<file path="src/rtl/vram_slot_arbiter_if.sv">
// CPU-side VRAM bus: level request held until a one-cycle ack,
// with a combinational wait back to the Z80.
interface vram_slot_arbiter_if #(
    parameter int ADDR_W = 10,
    parameter int DATA_W = 8
);
    logic              cpu_req;
    logic              cpu_we;
    logic [ADDR_W-1:0] cpu_addr;
    logic [DATA_W-1:0] cpu_din;
    logic [DATA_W-1:0] cpu_dout;
    logic              cpu_ack;
    logic              cpu_wait;

    modport master (
        output cpu_req, cpu_we, cpu_addr, cpu_din,
        input  cpu_dout, cpu_ack, cpu_wait
    );

    modport slave (
        input  cpu_req, cpu_we, cpu_addr, cpu_din,
        output cpu_dout, cpu_ack, cpu_wait
    );
endinterface

</file>
<file path="src/rtl/vram_slot_arbiter.sv">
// Single-port VRAM slot arbiter: video fetch owns fixed pixel phases
// during active display, the Z80 bus gets every other slot.
module vram_slot_arbiter #(
    parameter int         ADDR_W     = 10,
    parameter int         DATA_W     = 8,
    parameter logic [3:0] VID_PHASES = 4'b0101
) (
    input  logic              clk_pix,
    input  logic              reset_n,
    input  logic [7:0]        h,
    input  logic              hbl,
    input  logic              vbl,
    input  logic [ADDR_W-1:0] vid_addr,
    output logic [DATA_W-1:0] vid_dout,
    output logic              vid_valid,
    vram_slot_arbiter_if.slave cpu,
    output logic [ADDR_W-1:0] ram_addr,
    output logic              ram_we,
    output logic [DATA_W-1:0] ram_din,
    input  logic [DATA_W-1:0] ram_q
);
    typedef enum logic [1:0] {
        IDLE,
        PEND,
        ISSUED,
        WAITQ
    } state_t;

    typedef enum logic [1:0] {
        OWN_NONE,
        OWN_CPU,
        OWN_VID
    } owner_t;

    state_t            state;
    owner_t            own1;
    owner_t            own2;
    logic              req_seen;
    logic              done;
    logic              lat_we;
    logic [ADDR_W-1:0] lat_addr;
    logic [DATA_W-1:0] lat_din;
    logic              vslot;
    logic              unused_h;

    assign vslot    = !hbl && !vbl && VID_PHASES[h[1:0]];
    assign unused_h = ^h[7:2];

    assign cpu.cpu_wait = cpu.cpu_req && !done;

    always_ff @(posedge clk_pix or negedge reset_n) begin
        if (!reset_n) begin
            state        <= IDLE;
            req_seen     <= 1'b0;
            done         <= 1'b0;
            lat_we       <= 1'b0;
            lat_addr     <= '0;
            lat_din      <= '0;
            cpu.cpu_dout <= '0;
            cpu.cpu_ack  <= 1'b0;
        end else begin
            cpu.cpu_ack <= 1'b0;
            // request must drop before another access may start
            if (!cpu.cpu_req) begin
                req_seen <= 1'b0;
                done     <= 1'b0;
            end
            unique case (state)
                IDLE: begin
                    if (cpu.cpu_req && !req_seen) begin
                        lat_we   <= cpu.cpu_we;
                        lat_addr <= cpu.cpu_addr;
                        lat_din  <= cpu.cpu_din;
                        req_seen <= 1'b1;
                        state    <= PEND;
                    end
                end
                PEND: begin
                    if (!vslot) begin
                        state <= ISSUED;
                    end
                end
                ISSUED: begin
                    state <= WAITQ;
                end
                WAITQ: begin
                    if (!lat_we) begin
                        cpu.cpu_dout <= ram_q;
                    end
                    cpu.cpu_ack <= 1'b1;
                    done        <= 1'b1;
                    state       <= IDLE;
                end
                default: begin
                    state <= IDLE;
                end
            endcase
        end
    end

    // video slot always wins the RAM port over a pending CPU access
    always_ff @(posedge clk_pix or negedge reset_n) begin
        if (!reset_n) begin
            ram_addr <= '0;
            ram_we   <= 1'b0;
            ram_din  <= '0;
            own1     <= OWN_NONE;
        end else if (vslot) begin
            ram_addr <= vid_addr;
            ram_we   <= 1'b0;
            own1     <= OWN_VID;
        end else if (state == PEND) begin
            ram_addr <= lat_addr;
            ram_we   <= lat_we;
            ram_din  <= lat_din;
            own1     <= OWN_CPU;
        end else begin
            ram_we   <= 1'b0;
            own1     <= OWN_NONE;
        end
    end

    always_ff @(posedge clk_pix or negedge reset_n) begin
        if (!reset_n) begin
            own2      <= OWN_NONE;
            vid_valid <= 1'b0;
            vid_dout  <= '0;
        end else begin
            own2      <= own1;
            vid_valid <= (own2 == OWN_VID);
            if (own2 == OWN_VID) begin
                vid_dout <= ram_q;
            end
        end
    end
endmodule

</file>
<file path="src/flat_wrapper.sv">
// flat-port wrapper written by rule: the top's interface ports become plain ports
module vram_slot_arbiter_flat 
#(
    parameter int         ADDR_W     = 10,
    parameter int         DATA_W     = 8,
    parameter logic [3:0] VID_PHASES = 4'b0101
)
  (clk_pix, reset_n, h, hbl, vbl, vid_addr, vid_dout, vid_valid, ram_addr, ram_we, ram_din, ram_q, cpu_cpu_req, cpu_cpu_we, cpu_cpu_addr, cpu_cpu_din, cpu_cpu_dout, cpu_cpu_ack, cpu_cpu_wait);
  vram_slot_arbiter_if #(.ADDR_W(ADDR_W), .DATA_W(DATA_W)) cpu_i ();
  input  logic clk_pix;
  input  logic reset_n;
  input  logic [7:0] h;
  input  logic hbl;
  input  logic vbl;
  input  logic [ADDR_W-1:0] vid_addr;
  output logic [DATA_W-1:0] vid_dout;
  output logic vid_valid;
  output logic [ADDR_W-1:0] ram_addr;
  output logic ram_we;
  output logic [DATA_W-1:0] ram_din;
  input  logic [DATA_W-1:0] ram_q;
  input wire logic [$bits(cpu_i.cpu_req)-1:0] cpu_cpu_req;
  input wire logic [$bits(cpu_i.cpu_we)-1:0] cpu_cpu_we;
  input wire logic [$bits(cpu_i.cpu_addr)-1:0] cpu_cpu_addr;
  input wire logic [$bits(cpu_i.cpu_din)-1:0] cpu_cpu_din;
  output wire logic [$bits(cpu_i.cpu_dout)-1:0] cpu_cpu_dout;
  output wire logic [$bits(cpu_i.cpu_ack)-1:0] cpu_cpu_ack;
  output wire logic [$bits(cpu_i.cpu_wait)-1:0] cpu_cpu_wait;
  assign cpu_i.cpu_req = cpu_cpu_req;
  assign cpu_i.cpu_we = cpu_cpu_we;
  assign cpu_i.cpu_addr = cpu_cpu_addr;
  assign cpu_i.cpu_din = cpu_cpu_din;
  assign cpu_cpu_dout = cpu_i.cpu_dout;
  assign cpu_cpu_ack = cpu_i.cpu_ack;
  assign cpu_cpu_wait = cpu_i.cpu_wait;
  vram_slot_arbiter #(.ADDR_W(ADDR_W), .DATA_W(DATA_W), .VID_PHASES(VID_PHASES)) u_core (.clk_pix(clk_pix), .reset_n(reset_n), .h(h), .hbl(hbl), .vbl(vbl), .vid_addr(vid_addr), .vid_dout(vid_dout), .vid_valid(vid_valid), .cpu(cpu_i), .ram_addr(ram_addr), .ram_we(ram_we), .ram_din(ram_din), .ram_q(ram_q));
endmodule
</file>
<file path="config.mk">
export PLATFORM = sky130hd
export DESIGN_NAME = vram_slot_arbiter_flat
export DESIGN_NICKNAME = d
export VERILOG_FILES = /design/src/rtl/vram_slot_arbiter_if.sv /design/src/rtl/vram_slot_arbiter.sv /design/src/flat_wrapper.sv
export SDC_FILE = /design/constraint.sdc
export NUM_CORES = 1
export LEC_CHECK = 0
export ABC_AREA = 1
export ABC_CLOCK_PERIOD_IN_PS = 2100
export BUFFER_PORTS_ARGS = -buffer_cell sky130_fd_sc_hd__buf_2
export CORE_MARGIN = 3
export CORE_UTILIZATION = 35
export CTS_BUF_LIST = sky130_fd_sc_hd__clkbuf_2 sky130_fd_sc_hd__clkbuf_4 sky130_fd_sc_hd__clkbuf_8
export DETAILED_ROUTE_END_ITERATION = 16
export RECOVER_POWER = 50
export SLEW_MARGIN = 20
export SYNTH_ARGS = -nofsm -noshare
export SYNTH_HDL_FRONTEND = slang
export SYNTH_SLANG_ARGS = --single-unit
</file>
<file path="constraint.sdc">
create_clock -name clk_pix -period 2.1 [get_ports clk_pix]
set_clock_uncertainty 0.05 [all_clocks]
set_input_delay 0.21 -clock clk_pix [delete_from_list [all_inputs] [get_ports clk_pix]]
set_output_delay 0.21 -clock clk_pix [all_outputs]
set_load 0.02 [all_outputs]
</file>
==> results.md, run 1 <==
* Status: completed
* Worst-Skew Late Latency at 0.34 ns
* WL/cell at about 13 microns
* Unrepaired setup endpoints after global routing: no
* Reg-to-reg setup timing slack at ~0.42 ns
* Worst vdd ir at 0.388 mV
* Syn nets at ~330
* Clock Power Share at around 19%
* Post-Route WL at roughly 6000 microns
* Crit path max fanout at 19
* Met3 WL at between 300 and 400 microns
* Die X at between 90 and 100 microns
* Fin cells at 460
* Pins Over Slew Limit at 0
* Count of cell types in the netlist at 20
* Die ar. at between 0.008 and 0.009 sq mm
* Max Used Layer: met4
* Nets at 414
* Power Internal at 0.00286 W
* Synthesized area at about 0.0026 sq mm
* Core box area at between 0.007 and 0.008 sq mm
* Diodes inserted at 0
* Synth area leader: dfrtp_1
* Cell area power density at between 1000 and 1500 mW/mm^2
* Sequential share of power at 42.5%
* Clk pin slew, worst setup/hold paths at approximately 0.07 ns
* DRT iter0 DRCs at 107
* Seq/Total Area, Yosys at between 60% and 70%
* Final TNS setup at 0 ns
* Number of routed nets with antenna violations at 0
* Crit Path Class: reg2reg
* Synthesis Warnings at 0
* I/O pin cnt at around 90
* TritonCTS Buffers at 9
* Total clock sinks at 64
* Hold Startpoint: vid_addr[1]
* Met2 WL at 2740 microns
* Hold Crit Class: in2reg
* Combinational Power Share at roughly two fifths
* Placed Cells at 443
* CTS tree: built
* GP Congestion at 0.714
* Max Freq at between 500 and 600 MHz
* CP startpoint kind: flop
* Switching Share at a little over 40%
* Vias per inst at 4.54
* Synthesized flop and latch total at 64
* DR DRC count at 0
* Yosys top cell area share at 60.9%
* Number of global-route vias before repair at slightly above 2000
* Area Growth Syn to Fin at 24.1%
* Slew @ Worst Pin at around 1.3 ns
* Pre-CTS WS at approximately 0.43 ns
* Clk buf depth at 2
* First drt pass iteration count at 4
* CP Capture Type: flop
* Rows at 30
* Initial antenna violation count at 0
* First-pass GRT wire length at about 9900 microns
* Largest cells by area after synthesis: dfrtp_1, nand2_1, nand3_1
* Initial Utilization at between 30 and 40%
* Largest net degree at the start of global routing at between 40 and 50
* Commonest non-fill, non-tap cell in the layout: nand2_1
* Final Hold Vio Count at 0
* Setup violations, final at 0
* Post-Place Cell Area at approximately 0.0031 sq mm
* DP Wirelength at approximately 4200 microns
* Cts repair resizes at 0
* Leakage power at roughly 1.8 nW
* Share of cells above drive strength 1 at 27.7%
* CP Data Required Time at approximately 2.3 ns
* WL met1 at around 2800 microns
* Hold Path End: u_core.ram_addr[1]
* Vias at about 2100
* Most frequent cells in the layout: nand2_1, buf_2, dfrtp_1, nand3_1
* Final Instance Area at ~0.0033 sq mm
* Post-Syn Area per Cell at about 9.6 sq um
* Clock H-tree levels at 3
* Reg-to-reg startpoint: u_core.state[0]
* Die Ht at roughly 90 microns
* Post-synthesis cell count at between 200 and 300
* # Max-Cap Violations at 0
* Period Utilization, post-route at roughly four fifths
* Min-Delay Path Depth at 3
* Worst r2r path cells at 5
* Min cycle time layout at 1.68 ns
* Global-route usage over all layers at between 10% and 20%
* Root Buffer: clkbuf_8
* RR Endpoint: u_core.lat_addr[9]
* Arr. time, crit path at 1.85 ns
* Grt ovf at 0
* Final WS setup at between 0.4 and 0.5 ns
* P_sw at roughly 0.002 W
* Slew headroom at a little over a tenth
* Number of port buffers at 80
[synthesized netlist by cell type]
library cell and number:
nand2_1 94, dfrtp_1 64, nand3_1 52, inv_1 15, o21ai_0 9, o21ai_2 8
buf_2 5, ha_1 5, nor2_1 5, buf_6 4, nand2_2 3, inv_2 2
a21o_1 1, buf_12 1, buf_4 1, clkbuf_1 1, clkinv_1 1, nor2_4 1
or2_1 1, or2_2 1
[metrics by stage]
| step | power (W) | hold WS, ns | utilization, % |
|---|---|---|---|
| 2_1_floorplan | 0.00332 | -0.136 | - |
| 3_3_place_gp | 0.00389 | 0.180 | 44.2 |
| 3_5_place_dp | 0.00395 | 0.179 | 44.2 |
| 4_1_cts | 0.00489 | 0.0269 | 46.8 |
| 5_1_grt | 0.00520 | 0.0333 | 46.5 |
| 6_report | 0.00480 | 0.0435 | 46.5 |
[power groups by stage]
stage	clock, W	combinational (W)	sequential, W
after detailed placement	0	0.00189	0.00206
after floorplan	0	0.000924	0.00239
final	0.000932	0.00183	0.00204
after CTS	0.000958	0.00189	0.00204
after global routing	0.00102	0.00206	0.00212
after global placement	0	0.00185	0.00205
[worst max path at each step]
stage | slack (ns) | end | depth (start not counted) | from
after global placement | 0.46 | u_core.lat_addr[2] | 5 | u_core.state[0]
after detailed placement | 0.43 | u_core.lat_din[5] | 5 | u_core.state[0]
after global routing | 0.24 | u_core.lat_addr[4] | 5 | u_core.state[1]
after floorplan | 0.84 | u_core.ram_addr[2] | 5 | u_core.state[1]
after CTS | 0.39 | u_core.lat_addr[9] | 5 | u_core.state[0]
final | 0.42 | u_core.lat_addr[9] | 5 | u_core.state[0]
[layout make-up]
class                      instances  area (sq um)
tap                               96           120
clock inverter                     4          20.0
fill                             737          3760
multi-input combinational        180           860
clock buffer                      12           153
sequential                        64          1600
inverter                          18          67.6
timing repair buffer              86           442
[per-layer routing]
| layer | vias to the layer above | global-route usage [%] |
|---|---|---|
| met5 | - | 0 |
| met4 | 0 | 7.69 |
| met3 | 13 | 3.98 |
| met2 | 56 | 22.6 |
| met1 | 978 | 19.4 |
| li1 | 1043 | - |
[worst max-delay path, cell delays in order (launching register included)]
cell and delay [ns]:
dfrtp_1 0.42, inv_1 0.12, ha_1 0.43, nand2_2 0.34, nand2_1 0.14, nand2_1 0.07
[registers in the layout, summed over array words and instances, names as in the netlist, 2 cells and up]
register	flops
u_core.cpu.cpu_dout	8
u_core.ram_addr	10
u_core.vid_dout	8
u_core.lat_addr	10
u_core.ram_din	8
u_core.lat_din	8
u_core.state	2
u_core.own1	2
u_core.own2	2
[what timing repair did]
action,in CTS,in global routing
endpoints found under the setup margin,0,0
hold buffers,1,0
setup buffers,0,0
endpoints found under the hold margin,23,0
[kinds of logic after synthesis]
kind of cell	after synthesis	synth area share, %
buffers and inverters	30	6.42
flip-flops	64	60.9
adder cells (fa/ha/maj)	5	2.38
AO/OA/AOI/OAI	18	4.66
AND/OR/NAND/NOR	157	25.6
Power figures use the tool's default switching activity.
==> run 2: changes to the inputs <==
--- a/config.mk
+++ b/config.mk
@@ -6,7 +6,7 @@
 export NUM_CORES = 1
 export LEC_CHECK = 0
 export ABC_AREA = 1
-export ABC_CLOCK_PERIOD_IN_PS = 2100
+export ABC_CLOCK_PERIOD_IN_PS = 1500
 export BUFFER_PORTS_ARGS = -buffer_cell sky130_fd_sc_hd__buf_2
 export CORE_MARGIN = 3
 export CORE_UTILIZATION = 35
==> constraint.sdc (replaced) <==
create_clock -name clk_pix -period 1.5 [get_ports clk_pix]
set_clock_uncertainty 0.05 [all_clocks]
set_input_delay 0.15 -clock clk_pix [delete_from_list [all_inputs] [get_ports clk_pix]]
set_output_delay 0.15 -clock clk_pix [all_outputs]
set_load 0.02 [all_outputs]
==> run 2 against run 1 <==
Effect of this change:
- power grew 47%
- global-route usage increased by 0.21 points
- clock power is 62% higher
- critical path depth is 1 higher
- first-iteration DRC count shrank 14%
- highest routed layer unchanged
- wire length up 1.7%
- final cell count increased by 4.6%
- sequential share of layout area down 3.7 points
- setup slack got worse by 0.30 ns
- fmax rose by 22%
- critical path type unchanged
==> results.md, run 2 (synthesis gave the netlist of run 1 again) <==
* Slew @ Worst Pin at 1.06 ns (-0.274 ns)
* Number of port buffers at 80 (unchanged)
* Clk buf depth at 2 (unchanged)
* Share of cells above drive strength 1 at 28.1% (+0.30 points)
* CTS tree: built
* GR Util met2 at 24.4% (+1.8 points)
* Placed Cells at 447 (+0.90%)
* Fin cells at 481 (+4.6%)
* Worst vdd ir at 0.577 mV (+49%)
* Crit Path Class: reg2reg
* Leakage power at 1.93 nW (+7.3%)
* DR DRC count at 0 (unchanged)
* First drt pass iteration count at 4 (unchanged)
* Postcts setup bufs at 0 (unchanged)
* CP Data Required Time at 1.71 ns (-0.56 ns)
* Largest net degree at the start of global routing at 28 (-33%)
* Reg-to-reg startpoint: u_core.state[1]
* Initial antenna violation count at 0 (unchanged)
* Area Growth Syn to Fin at 34.2%
* WL/cell at 12.7 microns (-2.7%)
* Setup crit start: u_core.state[1]
* Crit path max fanout at 10 (-9)
* Post-Route WL at 6110 microns (+1.7%)
* Reg area at 0.00160 sq mm (unchanged)
* Clk pin slew, worst setup/hold paths at 0.07 ns (about the same)
* Nets at 435 (+5.1%)
* Rows at 30 (unchanged)
* CP Capture Type: flop
* Pins Over Slew Limit at 0 (unchanged)
* Layout filler cell count at 729 (-1.1%)
* Global-route usage over all layers at 15.1% (+0.21 points)
* Period Utilization, post-route at 91.7% (+12 points)
* Vias at 2165 (+3.6%)
* DRT iter0 DRCs at 92 (-14%)
* Setup violations, final at 0 (unchanged)
* Pwr Total at 0.00706 W (+47%)
* Initial Utilization at 37.5% (unchanged)
* Pre-CTS WS at -0.00582 ns (-0.432 ns)
* Total clock sinks at 64 (unchanged)
* I/O pin cnt at 88 (unchanged)
* Reg-to-reg setup timing slack at 0.12 ns (-0.30 ns)
* GP Congestion at 0.770 (+7.8%)
* Worst r2r path cells at 6 (+1)
* Slew headroom at 29.0% (+18 points)
* Die Ht at 92.7 microns (unchanged)
* Largest regs: u_core.lat_addr x10, u_core.ram_addr x10
* Core box area at 0.00702 sq mm (unchanged)
* Root Buffer: clkbuf_8
* Grt met1 use at 19.4% (about the same)
* Min cycle time layout at 1.38 ns (-0.305 ns)
* Die ar. at 0.00859 sq mm (unchanged)
* Diodes inserted at 0 (unchanged)
* Area of the multi-input gates at 862 sq um (+0.29%)
* Worst-Skew Late Latency at 0.32 ns (-0.02 ns)
* TritonCTS Buffers at 9 (unchanged)
* Cell area power density at 2000 mW/mm^2 (+36%)
* GRT met3 Usage at 3.09% (-0.89 points)
* Vias per inst at 4.50 (-0.93%)
* Arr. time, crit path at 1.59 ns (-0.26 ns)
* First-pass GRT wire length at 10200 microns (+3.0%)
* Clock H-tree levels at 3 (unchanged)
* Hold Worst Slack at 0.00549 ns (-0.0381 ns)
* Critical Path Sink: u_core.ram_din[2]
* Die X at 92.7 microns (unchanged)
* Number of routed nets with antenna violations at 0 (unchanged)
* Final Hold Vio Count at 0 (unchanged)
* Hold Crit Class: in2reg
* DP Wirelength at 4300 microns (+1.7%)
* Commonest non-fill, non-tap cell in the layout: nand2_1
* Final WS setup at 0.124 ns (-0.295 ns)
* Max Freq at 727 MHz (+22%)
* Number of global-route vias before repair at 2150 (+4.2%)
* Most frequent cells in the layout: nand2_1, buf_2, dfrtp_1, nand3_1, dlygate4sd3_1
* Unrepaired setup endpoints after global routing: no
* # Max-Cap Violations at 0 (unchanged)
* CP startpoint kind: flop
* Grt ovf at 0 (unchanged)
* Post-Route Utilization at 50.3% (+3.8 points)
* Status: completed
* RR Endpoint: u_core.ram_din[2]
* GR peak layer: met2
[run 2: cell count changes in the layout (fill, tap and decap cells not counted), sizes merged]
cell and change:
clkbuf -1, clkinv -2, buf +6, bufinv +1, dlygate4sd3 +17
[run 2: area by class of cell]
| class | count | area share [%] |
|---|---|---|
| sequential | 64 | 45.4 |
| tap | 96 | 3.40 |
| clock inverter | 3 | 1.13 |
| clock buffer | 13 | 4.71 |
| inverter | 18 | 2.02 |
| multi-input combinational | 180 | 24.4 |
| timing repair buffer | 107 | 18.9 |
[run 2: critical path, cell delays in order (launching register included)]
cell and delay [ns]:
dfrtp_1 0.41, inv_1 0.11, ha_1 0.26, nand2_2 0.20, inv_4 0.15, nand2_1 0.06, nand2_1 0.06
[run 2: per-stage QoR]
step	setup TNS [ns]	instance area [sq um]
floorplan	0	2630
global placement	0	3150
detailed placement	-0.0139	3150
CTS	0	3540
global route	0	3530
finish	0	3530
[run 2: where the power goes]
part / switching, W / internal [W]
Combinational: 0.00173 / 0.000967
Clock: 0.000622 / 0.000891
Sequential: 0.000381 / 0.00247
[run 2: per-layer routing]
| layer | vias up | share of wire, % |
|---|---|---|
| li1 | 1093 | - |
| met5 | - | 0 |
| met1 | 1006 | 45 |
| met2 | 59 | 49 |
| met4 | 0 | 1.3 |
| met3 | 7 | 5.2 |
[run 2: worst min path at each step]
stage / endpoint / startpoint / slack [ns] / cells after the start
6_report: u_core.ram_addr[0] / vid_addr[0] / 0.005 / 3
5_1_grt: u_core.ram_addr[0] / vid_addr[0] / 0.004 / 3
4_1_cts: u_core.lat_din[3] / cpu_cpu_din[3] / 0.0003 / 3
3_5_place_dp: u_core.vid_dout[3] / reset_n / 0.07 / 1
3_3_place_gp: u_core.cpu.cpu_dout[3] / reset_n / 0.07 / 1
2_1_floorplan: u_core.cpu.cpu_ack / reset_n / -0.20 / 0
[run 2: timing repair]
action | in CTS | in global routing
setup endpoints to repair | 3 | 24
gates resized for setup | 1 | 2
gates cloned | 0 | 0
hold buffers | 18 | 0
hold endpoints to repair | 32 | 0
==> run 3: changes to the inputs <==
--- a/config.mk
+++ b/config.mk
@@ -8,10 +8,13 @@
 export ABC_AREA = 1
 export ABC_CLOCK_PERIOD_IN_PS = 1500
 export BUFFER_PORTS_ARGS = -buffer_cell sky130_fd_sc_hd__buf_2
+export CELL_PAD_IN_SITES_DETAIL_PLACEMENT = 0
+export CELL_PAD_IN_SITES_GLOBAL_PLACEMENT = 1
 export CORE_MARGIN = 3
 export CORE_UTILIZATION = 35
 export CTS_BUF_LIST = sky130_fd_sc_hd__clkbuf_2 sky130_fd_sc_hd__clkbuf_4 sky130_fd_sc_hd__clkbuf_8
 export DETAILED_ROUTE_END_ITERATION = 16
+export PLACE_DENSITY_LB_ADDON = 0.1
 export RECOVER_POWER = 50
 export SLEW_MARGIN = 20
 export SYNTH_ARGS = -nofsm -noshare
==> run 3 against run 2 <==
Effect of this change:
- count of clock-buffer cells in the layout shrank 3
- die area is the same
- clock power grew 9%
- worst hold slack gained 0.012 ns
- final cell count grew 1.9%
- largest cell class unchanged
==> results.md, run 3 (synthesis gave the netlist of run 1 again) <==
* Status: completed
* Area of the multi-input gates at 875 sq um (+1.5%)
* Number of global-route vias before repair at 2140 (-0.47%)
* First-pass GRT wire length at 9980 microns (-1.7%)
* Crit path max fanout at 10 (unchanged)
* Die X at 92.7 microns (unchanged)
* Cell area power density at 1990 mW/mm^2 (-0.21%)
* Pwr Total at 0.00723 W (+2.4%)
* Clock H-tree levels at 3 (unchanged)
* Hold Worst Slack at 0.0171 ns (+0.0116 ns)
* Period Utilization, post-route at 87.2% (-4.5 points)
* Nets at 444 (+2.1%)
* CP Data Required Time at 1.67 ns (-0.04 ns)
* Unrepaired setup endpoints after global routing: no
* Final Hold Vio Count at 0 (unchanged)
* Setup violations, final at 0 (unchanged)
* Slowest CP cell: dfrtp_1
* Slowest stage delay, CP at 0.41 ns (about the same)
* Most frequent cells in the layout: nand2_1, buf_2, dfrtp_1, nand3_1, dlygate4sd3_1
* Largest net degree at the start of global routing at 65 (+130%)
* DP Wirelength at 4050 microns (-5.9%)
* Reg-to-reg startpoint: u_core.state[1]
* Diodes inserted at 0 (unchanged)
* Initial antenna violation count at 0 (unchanged)
* Arr. time, crit path at 1.48 ns (-0.11 ns)
* GR Util met2 at 23.2% (-1.2 points)
* Clk pin slew, worst setup/hold paths at 0.07 ns (about the same)
* Core box area at 0.00702 sq mm (unchanged)
* Final TNS setup at 0 ns (unchanged)
* CP startpoint kind: flop
* I/O pin cnt at 88 (unchanged)
* GP Congestion at 0.742 (-3.6%)
* Fin cells at 490 (+1.9%)
* Layout filler cell count at 730 (+0.14%)
* Share of cells above drive strength 1 at 27.9% (-0.13 points)
* Slew headroom at 43.0% (+14 points)
* WL/cell at 12.2 microns (-4.1%)
* Worst-Skew Late Latency at 0.34 ns (+0.02 ns)
* Global-route usage over all layers at 14.9% (-0.15 points)
* Min-Delay Path Depth at 3 (unchanged)
* Rows at 30 (unchanged)
* Largest regs: u_core.lat_addr x10, u_core.ram_addr x10
* Crit Path Class: reg2reg
* First drt pass iteration count at 4 (unchanged)
* Setup crit start: u_core.state[1]
* Hold Startpoint: cpu_cpu_addr[1]
* CP Capture Type: flop
* # Max-Cap Violations at 0 (unchanged)
* Clk buf depth at 2 (unchanged)
* GR peak layer: met2
* Total clock sinks at 64 (unchanged)
* Hold Crit Class: in2reg
* CP most frequent cell: nand3_1
* Postcts setup bufs at 0 (unchanged)
* Die ar. at 0.00859 sq mm (unchanged)
* DR DRC count at 0 (unchanged)
* Vias per inst at 4.45 (-1.2%)
* TritonCTS Buffers at 9 (unchanged)
* DRT iter0 DRCs at 71 (-23%)
* Worst r2r path cells at 5 (-1)
* Grt ovf at 0 (unchanged)
* CTS tree: built
* Number of port buffers at 80 (unchanged)
* Placed Cells at 447 (unchanged)
* Post-Route WL at 5970 microns (-2.3%)
* Commonest non-fill, non-tap cell in the layout: nand2_1
* Post-Route Utilization at 51.6% (+1.3 points)
* Root Buffer: clkbuf_8
* Vias at 2180 (+0.69%)
* Slew @ Worst Pin at 0.856 ns (-0.209 ns)
* Grt met1 use at 19.3% (-0.083 points)
* Pins Over Slew Limit at 0 (unchanged)
* Worst vdd ir at 0.907 mV (+57%)
* GRT met3 Usage at 5.77% (+2.7 points)
* CP Cell Sequence: inv_1 > ha_2 > clkinv_2 > nand3_1 > nand3_1
* Initial Utilization at 37.5% (unchanged)
* Max Freq at 764 MHz (+5.2%)
* Min cycle time layout at 1.31 ns (-0.0674 ns)
* Die Ht at 92.7 microns (unchanged)
* Number of routed nets with antenna violations at 0 (unchanged)
* Reg area at 0.00160 sq mm (unchanged)
* Area Growth Syn to Fin at 37.8%
* Leakage power at 1.95 nW (+0.94%)
run 3: power breakdown:
group / switching [W] / internal [W]
sequential: 0.000397 / 0.00246
combinational: 0.00171 / 0.00101
clock: 0.000687 / 0.000962
total: 0.00279 / 0.00443
run 3: area by class of cell:
cell class | instances | share of cell area [%]
inverter | 18 | 1.97
multi-input combinational | 180 | 24.1
timing repair buffer | 116 | 20.2
sequential | 64 | 44.2
clock inverter | 6 | 2.56
clock buffer | 10 | 3.63
tap | 96 | 3.31
run 3: per-layer routing:
layer | wire length [microns] | vias up
li1 | - | 1108
met1 | 2700 | 1008
met2 | 2810 | 59
met3 | 388 | 5
met4 | 66 | 0
met5 | 0 | -
run 3: stage by stage:
stage / area, sq um / setup slack [ns]
2_1_floorplan: 2630 / 0.244
3_3_place_gp: 3140 / 0.00414
3_5_place_dp: 3140 / -0.0127
4_1_cts: 3640 / 0.0215
5_1_grt: 3620 / 0.0443
6_report: 3620 / 0.191
run 3: what timing repair did:
action | in CTS | in global routing
resized for setup | 1 | 5
gates cloned | 0 | 0
hold endpoints to repair | 90 | 0
hold buffers | 27 | 0
setup endpoints to repair | 10 | 28
run 3: worst paths after layout:
path                                                to  slack [ns]
min in group asynchronous       u_core.cpu.cpu_dout[7]        0.52
worst min-delay path                u_core.lat_addr[1]        0.02
worst min register to register          u_core.own2[1]        0.30
worst max register to register      u_core.ram_addr[1]        0.19
worst max-delay path                u_core.ram_addr[1]        0.19
max in group asynchronous           u_core.lat_addr[2]        0.33
run 3: critical path, delay by kind of cell (launching register included):
| kind | cells | cell delay, ns |
|---|---|---|
| fa+ha+maj | 1 | 0.26 |
| flops | 1 | 0.41 |
| simple gates | 2 | 0.19 |
| buf+inv | 2 | 0.28 |
